**src/rtl/alu_req_arbiter.sv**
```systemverilog
// Two-requester round-robin arbiter/sequencer in front of the shared registered 16-bit ALU.
// Optional illegal-op short-circuit enabled by defining ALU_ARB_OPCHECK_EN.
module alu_req_arbiter #(
    parameter int DATA_W = 16,
    parameter int OP_W   = 4
) (
    input  logic              clk,
    input  logic              reset,
    input  logic              req0_valid,
    output logic              req0_ready,
    input  logic [OP_W-1:0]   req0_op,
    input  logic [DATA_W-1:0] req0_a,
    input  logic [DATA_W-1:0] req0_b,
    input  logic              req0_cin,
    input  logic              req1_valid,
    output logic              req1_ready,
    input  logic [OP_W-1:0]   req1_op,
    input  logic [DATA_W-1:0] req1_a,
    input  logic [DATA_W-1:0] req1_b,
    input  logic              req1_cin,
    output logic [OP_W-1:0]   alu_op,
    output logic [DATA_W-1:0] alu_a,
    output logic [DATA_W-1:0] alu_b,
    output logic              alu_cin,
    input  logic [DATA_W-1:0] alu_y,
    input  logic              alu_cout,
    output logic              rsp0_valid,
    output logic              rsp1_valid,
    output logic [DATA_W-1:0] rsp_y,
    output logic              rsp_cout,
    output logic              rsp_err,
    output logic              busy
);

    typedef enum logic [1:0] {
        S_IDLE  = 2'd0,
        S_ISSUE = 2'd1,
        S_WAIT  = 2'd2,
        S_RESP  = 2'd3
    } state_t;

    state_t            state_q, state_d;
    logic [OP_W-1:0]   op_q, op_d;
    logic [DATA_W-1:0] a_q, a_d, b_q, b_d;
    logic              cin_q, cin_d;
    logic              owner_q, owner_d;
    logic              last_grant_q, last_grant_d;
    logic [DATA_W-1:0] rsp_y_q, rsp_y_d;
    logic              rsp_cout_q, rsp_cout_d;
    logic              rsp_err_q, rsp_err_d;
    logic              grant0_s, grant1_s;

`ifdef ALU_ARB_OPCHECK_EN
    function automatic logic op_illegal(input logic [OP_W-1:0] op);
        return (op == OP_W'(7)) || (op >= OP_W'(12));
    endfunction
`endif

    // State and datapath registers; reset dominates every other input.
    always_ff @(posedge clk) begin
        if (reset) begin
            state_q      <= S_IDLE;
            op_q         <= '0;
            a_q          <= '0;
            b_q          <= '0;
            cin_q        <= 1'b0;
            owner_q      <= 1'b0;
            last_grant_q <= 1'b1;
            rsp_y_q      <= '0;
            rsp_cout_q   <= 1'b0;
            rsp_err_q    <= 1'b0;
        end else begin
            state_q      <= state_d;
            op_q         <= op_d;
            a_q          <= a_d;
            b_q          <= b_d;
            cin_q        <= cin_d;
            owner_q      <= owner_d;
            last_grant_q <= last_grant_d;
            rsp_y_q      <= rsp_y_d;
            rsp_cout_q   <= rsp_cout_d;
            rsp_err_q    <= rsp_err_d;
        end
    end

    // Next-state logic: accept a request in IDLE, capture the ALU result in WAIT.
    always_comb begin
        state_d      = state_q;
        op_d         = op_q;
        a_d          = a_q;
        b_d          = b_q;
        cin_d        = cin_q;
        owner_d      = owner_q;
        last_grant_d = last_grant_q;
        rsp_y_d      = rsp_y_q;
        rsp_cout_d   = rsp_cout_q;
        rsp_err_d    = rsp_err_q;
        case (state_q)
            S_IDLE: begin
                if (req0_ready || req1_ready) begin
                    owner_d      = req1_ready;
                    last_grant_d = req1_ready;
                    op_d         = req1_ready ? req1_op  : req0_op;
                    a_d          = req1_ready ? req1_a   : req0_a;
                    b_d          = req1_ready ? req1_b   : req0_b;
                    cin_d        = req1_ready ? req1_cin : req0_cin;
                    state_d      = S_ISSUE;
`ifdef ALU_ARB_OPCHECK_EN
                    if (op_illegal(op_d)) begin
                        state_d    = S_RESP;
                        rsp_y_d    = '0;
                        rsp_cout_d = 1'b0;
                        rsp_err_d  = 1'b1;
                    end else begin
                        state_d    = S_ISSUE;
                    end
`endif
                end else begin
                    state_d = S_IDLE;
                end
            end
            S_ISSUE: state_d = S_WAIT;
            S_WAIT: begin
                state_d    = S_RESP;
                rsp_y_d    = alu_y;
                rsp_cout_d = alu_cout;
                rsp_err_d  = 1'b0;
            end
            S_RESP:  state_d = S_IDLE;
            default: state_d = S_IDLE;
        endcase
    end

    // Outputs decoded from registered state; ready is the only combinational path from inputs.
    always_comb begin
        grant0_s   = req0_valid && (!req1_valid || last_grant_q);
        grant1_s   = req1_valid && (!req0_valid || !last_grant_q);
        req0_ready = (state_q == S_IDLE) && !reset && grant0_s;
        req1_ready = (state_q == S_IDLE) && !reset && grant1_s;
        alu_op     = (state_q == S_ISSUE) ? op_q : {OP_W{1'b1}};
        alu_a      = a_q;
        alu_b      = b_q;
        alu_cin    = cin_q;
        rsp0_valid = (state_q == S_RESP) && !owner_q;
        rsp1_valid = (state_q == S_RESP) && owner_q;
        rsp_y      = rsp_y_q;
        rsp_cout   = rsp_cout_q;
        rsp_err    = rsp_err_q;
        busy       = (state_q != S_IDLE);
    end

endmodule
```
**config.mk**
```make
export PLATFORM = sky130hd
export DESIGN_NAME = alu_req_arbiter
export DESIGN_NICKNAME = d
export VERILOG_FILES = /design/src/rtl/alu_req_arbiter.sv
export SDC_FILE = /design/constraint.sdc
export NUM_CORES = 1
export LEC_CHECK = 0
export ABC_AREA = 1
export CAP_MARGIN = 25
export CELL_PAD_IN_SITES_DETAIL_PLACEMENT = 1
export CELL_PAD_IN_SITES_GLOBAL_PLACEMENT = 2
export CORE_ASPECT_RATIO = 2
export CORE_MARGIN = 1
export CORE_UTILIZATION = 22
export CTS_BUF_LIST = sky130_fd_sc_hd__clkbuf_4 sky130_fd_sc_hd__clkbuf_8
export CTS_CLUSTER_DIAMETER = 50
export DETAILED_ROUTE_END_ITERATION = 10
export PLACE_DENSITY = 0.95
export SKIP_LAST_GASP = 1
export SYNTH_ARGS = -nofsm -noshare
export SYNTH_HDL_FRONTEND = slang
export SYNTH_SLANG_ARGS = --single-unit
```
**constraint.sdc**
```tcl
create_clock -name clk -period 4 [get_ports clk]
set_clock_uncertainty 0.05 [all_clocks]
set_input_delay 0.8 -clock clk [delete_from_list [all_inputs] [get_ports clk]]
set_output_delay 0.8 -clock clk [all_outputs]
set_load 0.05 [all_outputs]
```
=== Word level (Yosys, flattened, before mapping) ===
Cells that the tools add are included.

* Flip-flop bits (word level): 58
* Bits in latches: 0
* RAM bits: 0
* ROM bits: 0
* Bits of input ports: 95
* Output and inout bits: 60
* Logic and storage cells: 37
* Memories kept: 0

* $add $sub $neg: 0
* $mul: 0
* Div/mod/pow operators: 0
* $lt $le $gt $ge: 0
* Equality and inequality tests: 3
* Shift-type cells: 0
* Mux-type cells: 7
* Bitwise gates (word level): 0
* Reductions and logical operators: 18

{| class="wikitable"
|+ Operators with widths
! operator !! number
|-
| 2-to-1 mux 16 bit || 2
|-
| 2-to-1 mux 4 bit || 2
|-
| case mux 2 bit (4 select lines) || 1
|-
| logical AND 1 bit || 7
|-
| zero test 1 bit || 5
|-
| equality test 2 bit, second input constant || 2
|-
| logical OR 1 bit || 3
|-
| equality test 2 x 1 -> 1 bit, second input constant || 1
|-
| zero test 2 bit || 1
|-
| 2-to-1 mux 1 bit || 2
|-
| AND reduction 2 bit || 1
|-
| nonzero test 2 bit || 1
|}

=== Depth between registers and ports, before layout ===
Gate-level depths: netlist of run 1.

* Depth after elaboration: 7
* Mapped depth: 12
* Mapped depth without buffers: 10

=== Worst setup path after synthesis of run 1 ===
Ideal clock, no wire load.

* Path kind: input to output
* Start: input port reset
* End: output port req0_ready
* Arrival: 1,946 ps
* Data required time: 3,150 ps
* Path slack: 1,204 ps
* Stages on the path: 4
* Path buffers: 1
* Path through: nor2_4 buf_2 nand2_1 a21oi_1

* Cells in the longest elaborated chain, start to end: 3

{| class="wikitable"
|+ Ends and longest elaborated chain
! item !! line !! RTL
|-
| start, declared || 8 || <nowiki>input logic reset,</nowiki>
|-
| zero test 1 bit || 138 || <nowiki>req0_ready = (state_q == S_IDLE) && !reset && grant0_s;</nowiki>
|-
| logical AND 1 bit (2 in a row) || 138 ||
|-
| end, declared || 10 || <nowiki>output logic req0_ready,</nowiki>
|}

Every way passes these cells.

=== Final worst setup path of run 1 ===
Ends and elaborated chain as after synthesis.

==> impl_metrics.json, run 1 <==
{
  "cp-start-kind": "input pin",
  "cp-end-kind": "output pin",
  "cts_buffer_depth": 2,
  "htreeDepth": 3,
  "dieArea_mm2": 0.0148,
  "cts_resized": 0,
  "die_h_um": 171,
  "gp_congestion": 0.798,
  "drtIter0Drc": 83,
  "grt_util_all_layers": 0.166,
  "start_util": 0.226,
  "ir_drop_mv": 0.192,
  "crit_type": "input pin to output pin",
  "cts_root_buffer": "clkbuf_8",
  "rsz0062_at_grt": "no",
  "avgSynthCellArea_um2": 6.13,
  "cts_setup_buffers": 0,
  "setup_tns_ns": 0,
  "max_freq_ghz": 0.338,
  "worstPathArrival_ns": 2.11,
  "dieWidth_um": 86.4,
  "dp_hpwl_um": 8590,
  "hp-class": "register to register",
  "drive_gt1_frac": 0.0489,
  "synthFlopType": "dfxtp_1",
  "hold_buffers": 0,
  "postSynthCellCount": 511,
  "drcViolationCount": 0,
  "grt_pass1_vias": 3899,
  "path_cells": "clkdlybuf4s50_1, nor2_4, nand2_1, a21oi_1, buf_12",
  "worstMarginPinSlew_ns": 0.950,
  "max_stage_delay_ns": 0.51,
  "clkSlewWorstSetupHoldPaths_ns": 0.07,
  "p_leak_nw": 2.65,
  "clock_latency_ns": 0.34,
  "ys_seq_elements": 58,
  "syn_to_final_growth_pct": 61.2,
  "critPathMaxFanout": 4,
  "nNetsFinal": 748,
  "std_cell_rows": 61,
  "ys_types": 21,
  "grt_first_pass_wirelength_um": 18600,
  "min_period_over_period": 0.740,
  "grt_overflow": 0,
  "vias": 3621,
  "maxCapViolations": 0,
  "layout_min_cycle_time_ns": 2.96,
  "synth_nets": 610,
  "ioPinCount": 155,
  "status": "complete, no violations",
  "required_ns": 3.15,
  "grt_max_degree": 57,
  "hold_violations": 0,
  "cts-buffers-inserted": 9,
  "cpMaxStageDelayCell": "clkdlybuf4s50_1",
  "wl_per_cell_um": 14.1,
  "fillers": 1769,
  "drtAntennaViolNets": 0,
  "slew_viol_final": 0,
  "async_flop_share": 0,
  "critPathTopFamily": "buffers and inverters",
  "grt_antenna_before_repair": 1,
  "ys_seq_area_frac": 0.370,
  "via_per_inst": 4.30,
  "yosysWarnings": 0,
  "cts_tree": "built",
  "core_area_mm2": 0.0139,
  "port-buffer-count": 153,
  "clock-sinks": 58,
  "num_antenna_cells": 0,
  "max-slew-margin-rel": 0.366,
  "drtPass1Iterations": 4,
  "wirelength_um": 11900,
  "netlist_area_mm2": 0.00313,
  "power_mw": 2.09,
  "pwr_density_cell_mw_per_mm2": 413,
  "synth-edff-count": 0,
  "setup_violations": 0,
  "timing.critical_path.buf_inv": 2
}
report_power, final:
part	switching, mW	internal (mW)
sequential	0.0297	0.639
combinational	0.453	0.264
clock	0.271	0.432
total	0.753	1.34
flip-flops by register name, indices dropped and copies added (netlist names):
name and flops:
last_grant_q 1, state_q 2, owner_q 1, alu_b 16
rsp_cout 1, rsp_y 16, op_q 4, alu_cin 1
alu_a 16
tightest hold or removal path: cells and delay by family (launching register included):
kind,cells,cell delay [ns]
and+or+nand+nor,1,0.06
DFF,1,0.33
AOI/OAI and AO/OA,1,0.05
cell families (layout without fill, tap and decap cells):
logic type               count (synthesis)  after routing  share of synthesized area
adder cells (fa/ha/maj)                  4              4                     0.0160
AND/OR/NAND/NOR                        271            271                      0.372
buffers and inverters                  156            299                      0.206
other                                    1              1                    0.00120
AO/OA/AOI/OAI                           21             21                     0.0347
flip-flops                              58             58                      0.370
cells in the mapped netlist (2+ instances only):
cell type / count / area, um2
nand3_1: 39 / 195
nand2_1: 158 / 593
ha_1: 4 / 50.1
clkinv_1: 3 / 11.3
buf_6: 2 / 22.5
inv_2: 2 / 7.51
buf_4: 4 / 30.0
clkbuf_1: 3 / 11.3
nor2_1: 36 / 135
a21oi_1: 2 / 10.0
inv_1: 118 / 443
nand4_1: 37 / 231
buf_2: 22 / 110
dfxtp_1: 58 / 1160
o21ai_0: 17 / 85.1
metal layers:
layer  wire, um  up-vias  global-route usage
li1           -     1796                   -
met1       4120     1696               0.152
met2       6800       97               0.333
met3        475       30              0.0260
met4        454        2              0.0920
met5         11        -                   0
path summary, 6_finish.rpt:
path | from | to | slack (ns) | cells after the start
setup / recovery | reset | req0_ready | 1.04 | 5
hold / removal | owner_q | owner_q | 0.44 | 2
setup reg to reg | state_q[0] | alu_b[14] | 1.89 | 10
hold reg to reg | owner_q | owner_q | 0.44 | 2
cell type report:
class                      count  area [um2]  share of cell area
clock buffer                  10         138              0.0272
tap                          189         236              0.0468
sequential                    58        1160               0.230
multi-input combinational    297        1340               0.266
timing repair buffer         160        1600               0.317
inverter                     123         462              0.0914
clock inverter                 6         114              0.0225
per-stage QoR:
step | util | cells | hold WS [ns] | instance area, um2 | worst slack [ns]
floorplan | - | 511 | 0.397 | 3130 | 1.20
global placement | 0.346 | 827 | 0.415 | 4800 | 1.06
finish | 0.364 | 843 | 0.437 | 5050 | 1.04
global route | 0.364 | 843 | 0.475 | 5050 | 1.01
detailed placement | 0.346 | 827 | 0.424 | 4800 | 1.03
CTS | 0.364 | 843 | 0.442 | 5050 | 1.03
cells in the final DEF, fill, tap and decap left out, types with 4 or more instances in the layout:
cell type / n
nand2_1: 158
clkdlybuf4s50_1: 150
inv_1: 117
dfxtp_1: 58
nand3_1: 38
nand4_1: 37
nor2_1: 36
o21ai_0: 17
clkbuf_8: 10
buf_4: 7
ha_1: 4
Note: power is estimated with default switching activity, not from simulation.
==> run 2, diff against run 1 <==
--- a/config.mk
+++ b/config.mk
@@ -11,11 +11,11 @@
 export CELL_PAD_IN_SITES_GLOBAL_PLACEMENT = 2
 export CORE_ASPECT_RATIO = 2
 export CORE_MARGIN = 1
-export CORE_UTILIZATION = 22
+export CORE_UTILIZATION = 20
 export CTS_BUF_LIST = sky130_fd_sc_hd__clkbuf_4 sky130_fd_sc_hd__clkbuf_8
 export CTS_CLUSTER_DIAMETER = 50
 export DETAILED_ROUTE_END_ITERATION = 10
-export PLACE_DENSITY = 0.95
+export PLACE_DENSITY = 0.9
 export SKIP_LAST_GASP = 1
 export SYNTH_ARGS = -nofsm -noshare
 export SYNTH_HDL_FRONTEND = slang
==> constraint.sdc (replaced) <==
create_clock -name clk -period 2.9 [get_ports clk]
set_clock_uncertainty 0.05 [all_clocks]
set_input_delay 0.58 -clock clk [delete_from_list [all_inputs] [get_ports clk]]
set_output_delay 0.58 -clock clk [all_outputs]
set_load 0.05 [all_outputs]
==> run 2 against run 1 <==
Cell count grew 1.5%. Clock-buffer cell count is the same. Global-route usage shrank 1.6 points. Setup slack lost 0.76 ns. Routed wire length grew 1.0%. Via count is essentially flat. Critical path type is now register to output pin.
==> impl_metrics.json, run 2 (synthesized netlist as in run 1, its figures left out) <==
{
  "status": "complete, no violations",
  "gp_congestion": 0.719,
  "drtAntennaViolNets": 0,
  "die_h_um": 179,
  "max_freq_ghz": 0.382,
  "pwr-share-seq": 0.341,
  "rsz0062_at_grt": "no",
  "drtPass1Iterations": 4,
  "layout_min_cycle_time_ns": 2.61,
  "max_stage_delay_ns": 0.83,
  "cts_tree": "built",
  "min_period_over_period": 0.902,
  "hp-class": "register to register",
  "drcViolationCount": 0,
  "setup_violations": 0,
  "port-buffer-count": 153,
  "clkSlewWorstSetupHoldPaths_ns": 0.07,
  "max-slew-margin-rel": 0.624,
  "ioPinCount": 155,
  "cpMaxStageDelayCell": "clkdlybuf4s50_1",
  "cts_setup_buffers": 0,
  "wirelength_um": 12000,
  "fillers": 1913,
  "worstPathArrival_ns": 1.98,
  "cts_resized": 0,
  "cts-buffers-inserted": 9,
  "final_area_mm2": 0.00506,
  "drive_gt1_frac": 0.0547,
  "layout_common_cells": "158 x nand2_1, 150 x clkdlybuf4s50_1, 117 x inv_1",
  "std_cell_rows": 64,
  "hold_buffers": 0,
  "dieWidth_um": 90.5,
  "maxCapViolations": 0,
  "start_util": 0.205,
  "vias": 3623,
  "grt_first_pass_wirelength_um": 18700,
  "dp_hpwl_um": 8910,
  "pwr-share-comb": 0.370,
  "hold_violations": 0,
  "syn_to_final_growth_pct": 61.4,
  "grt_pass1_vias": 3763,
  "crit_type": "register to output pin",
  "num_antenna_cells": 0,
  "wl_per_cell_um": 14.0,
  "power_frac_clock": 0.289,
  "via_per_inst": 4.23,
  "grt_util_all_layers": 0.149,
  "pwr_density_cell_mw_per_mm2": 535,
  "cts_buffer_depth": 2,
  "grt_antenna_before_repair": 0,
  "dieArea_mm2": 0.0162,
  "placed_cell_area_mm2": 0.00485,
  "slew_viol_final": 0,
  "drtIter0Drc": 71,
  "worstMarginPinSlew_ns": 0.562,
  "p_leak_nw": 2.65,
  "cp-start-kind": "register",
  "ir_drop_mv": 0.241,
  "setup_tns_ns": 0,
  "nNetsFinal": 752,
  "cts_root_buffer": "clkbuf_8",
  "grt_max_degree": 40,
  "clock_latency_ns": 0.33,
  "cp-end-kind": "output pin",
  "layout_commonest_cell": "nand2_1",
  "internal_power_mw": 1.67,
  "p_sw_frac": 0.382,
  "core_area_mm2": 0.0153,
  "clock-sinks": 58,
  "grt_overflow": 0,
  "required_ns": 2.27,
  "critPathMaxFanout": 4,
  "path_cells": "inv_1, ha_1, nand2_1, clkdlybuf4s50_1",
  "htreeDepth": 3,
  "p_switching_mw": 1.03
}
-- run 2: cell count changes in the layout (fill, tap and decap cells not counted), sizes merged --
cell,delta
buf,+4
clkinv,+1
bufinv,-2
clkinvlp,+1
-- run 2: area by class of cell --
type                            count  area, um2  area share
Sequential cell                    58       1160       0.230
Timing Repair Buffer              164       1640       0.325
Multi-Input combinational cell    297       1340       0.265
Inverter                          123        462      0.0913
Tap cell                          198        248      0.0490
Clock inverter                      6       66.3      0.0131
Clock buffer                       10        138      0.0272
-- run 2: layer usage --
metal,vias to the layer above,GRT usage,share of wire,wire length (um)
met5,-,0,0,0
met4,0,0.0531,0.014,169
met3,10,0.0221,0.030,355
met2,96,0.316,0.60,7210
met1,1717,0.140,0.35,4240
li1,1800,-,-,-
-- run 2: worst max-delay path, delay by kind of cell, from the launching register on --
family	cells	cell delay [ns]
adder cells (fa/ha/maj)	1	0.28
buffers and inverters	2	0.90
flip-flops	1	0.36
AND/OR/NAND/NOR	1	0.11
-- run 2: metrics by stage --
step,power (mW),setup slack [ns],instances,util,hold slack (ns)
after CTS,2.78,0.224,856,0.331,0.449
after global routing,2.88,0.206,856,0.331,0.481
after detailed placement,1.96,0.407,840,0.317,0.432
after global placement,1.93,0.441,840,0.317,0.419
final,2.71,0.286,856,0.331,0.443
after floorplan,1.55,0.431,511,-,0.397
-- run 2: final timing paths --
kind | to | startpoint | cells after the start | slack, ns
min | last_grant_q | last_grant_q | 2 | 0.44
min reg2reg | last_grant_q | last_grant_q | 2 | 0.44
max | alu_op[1] | state_q[1] | 4 | 0.29
max reg2reg | alu_b[11] | state_q[0] | 11 | 1.08
-- run 2: power groups by stage --
stage	combinational, mW	sequential, mW	clock (mW)
2_1_floorplan	0.356	1.19	0
3_3_place_gp	0.988	0.937	0
3_5_place_dp	1.02	0.942	0
4_1_cts	1.02	0.924	0.834
5_1_grt	1.09	0.932	0.859
6_report	1.00	0.923	0.783
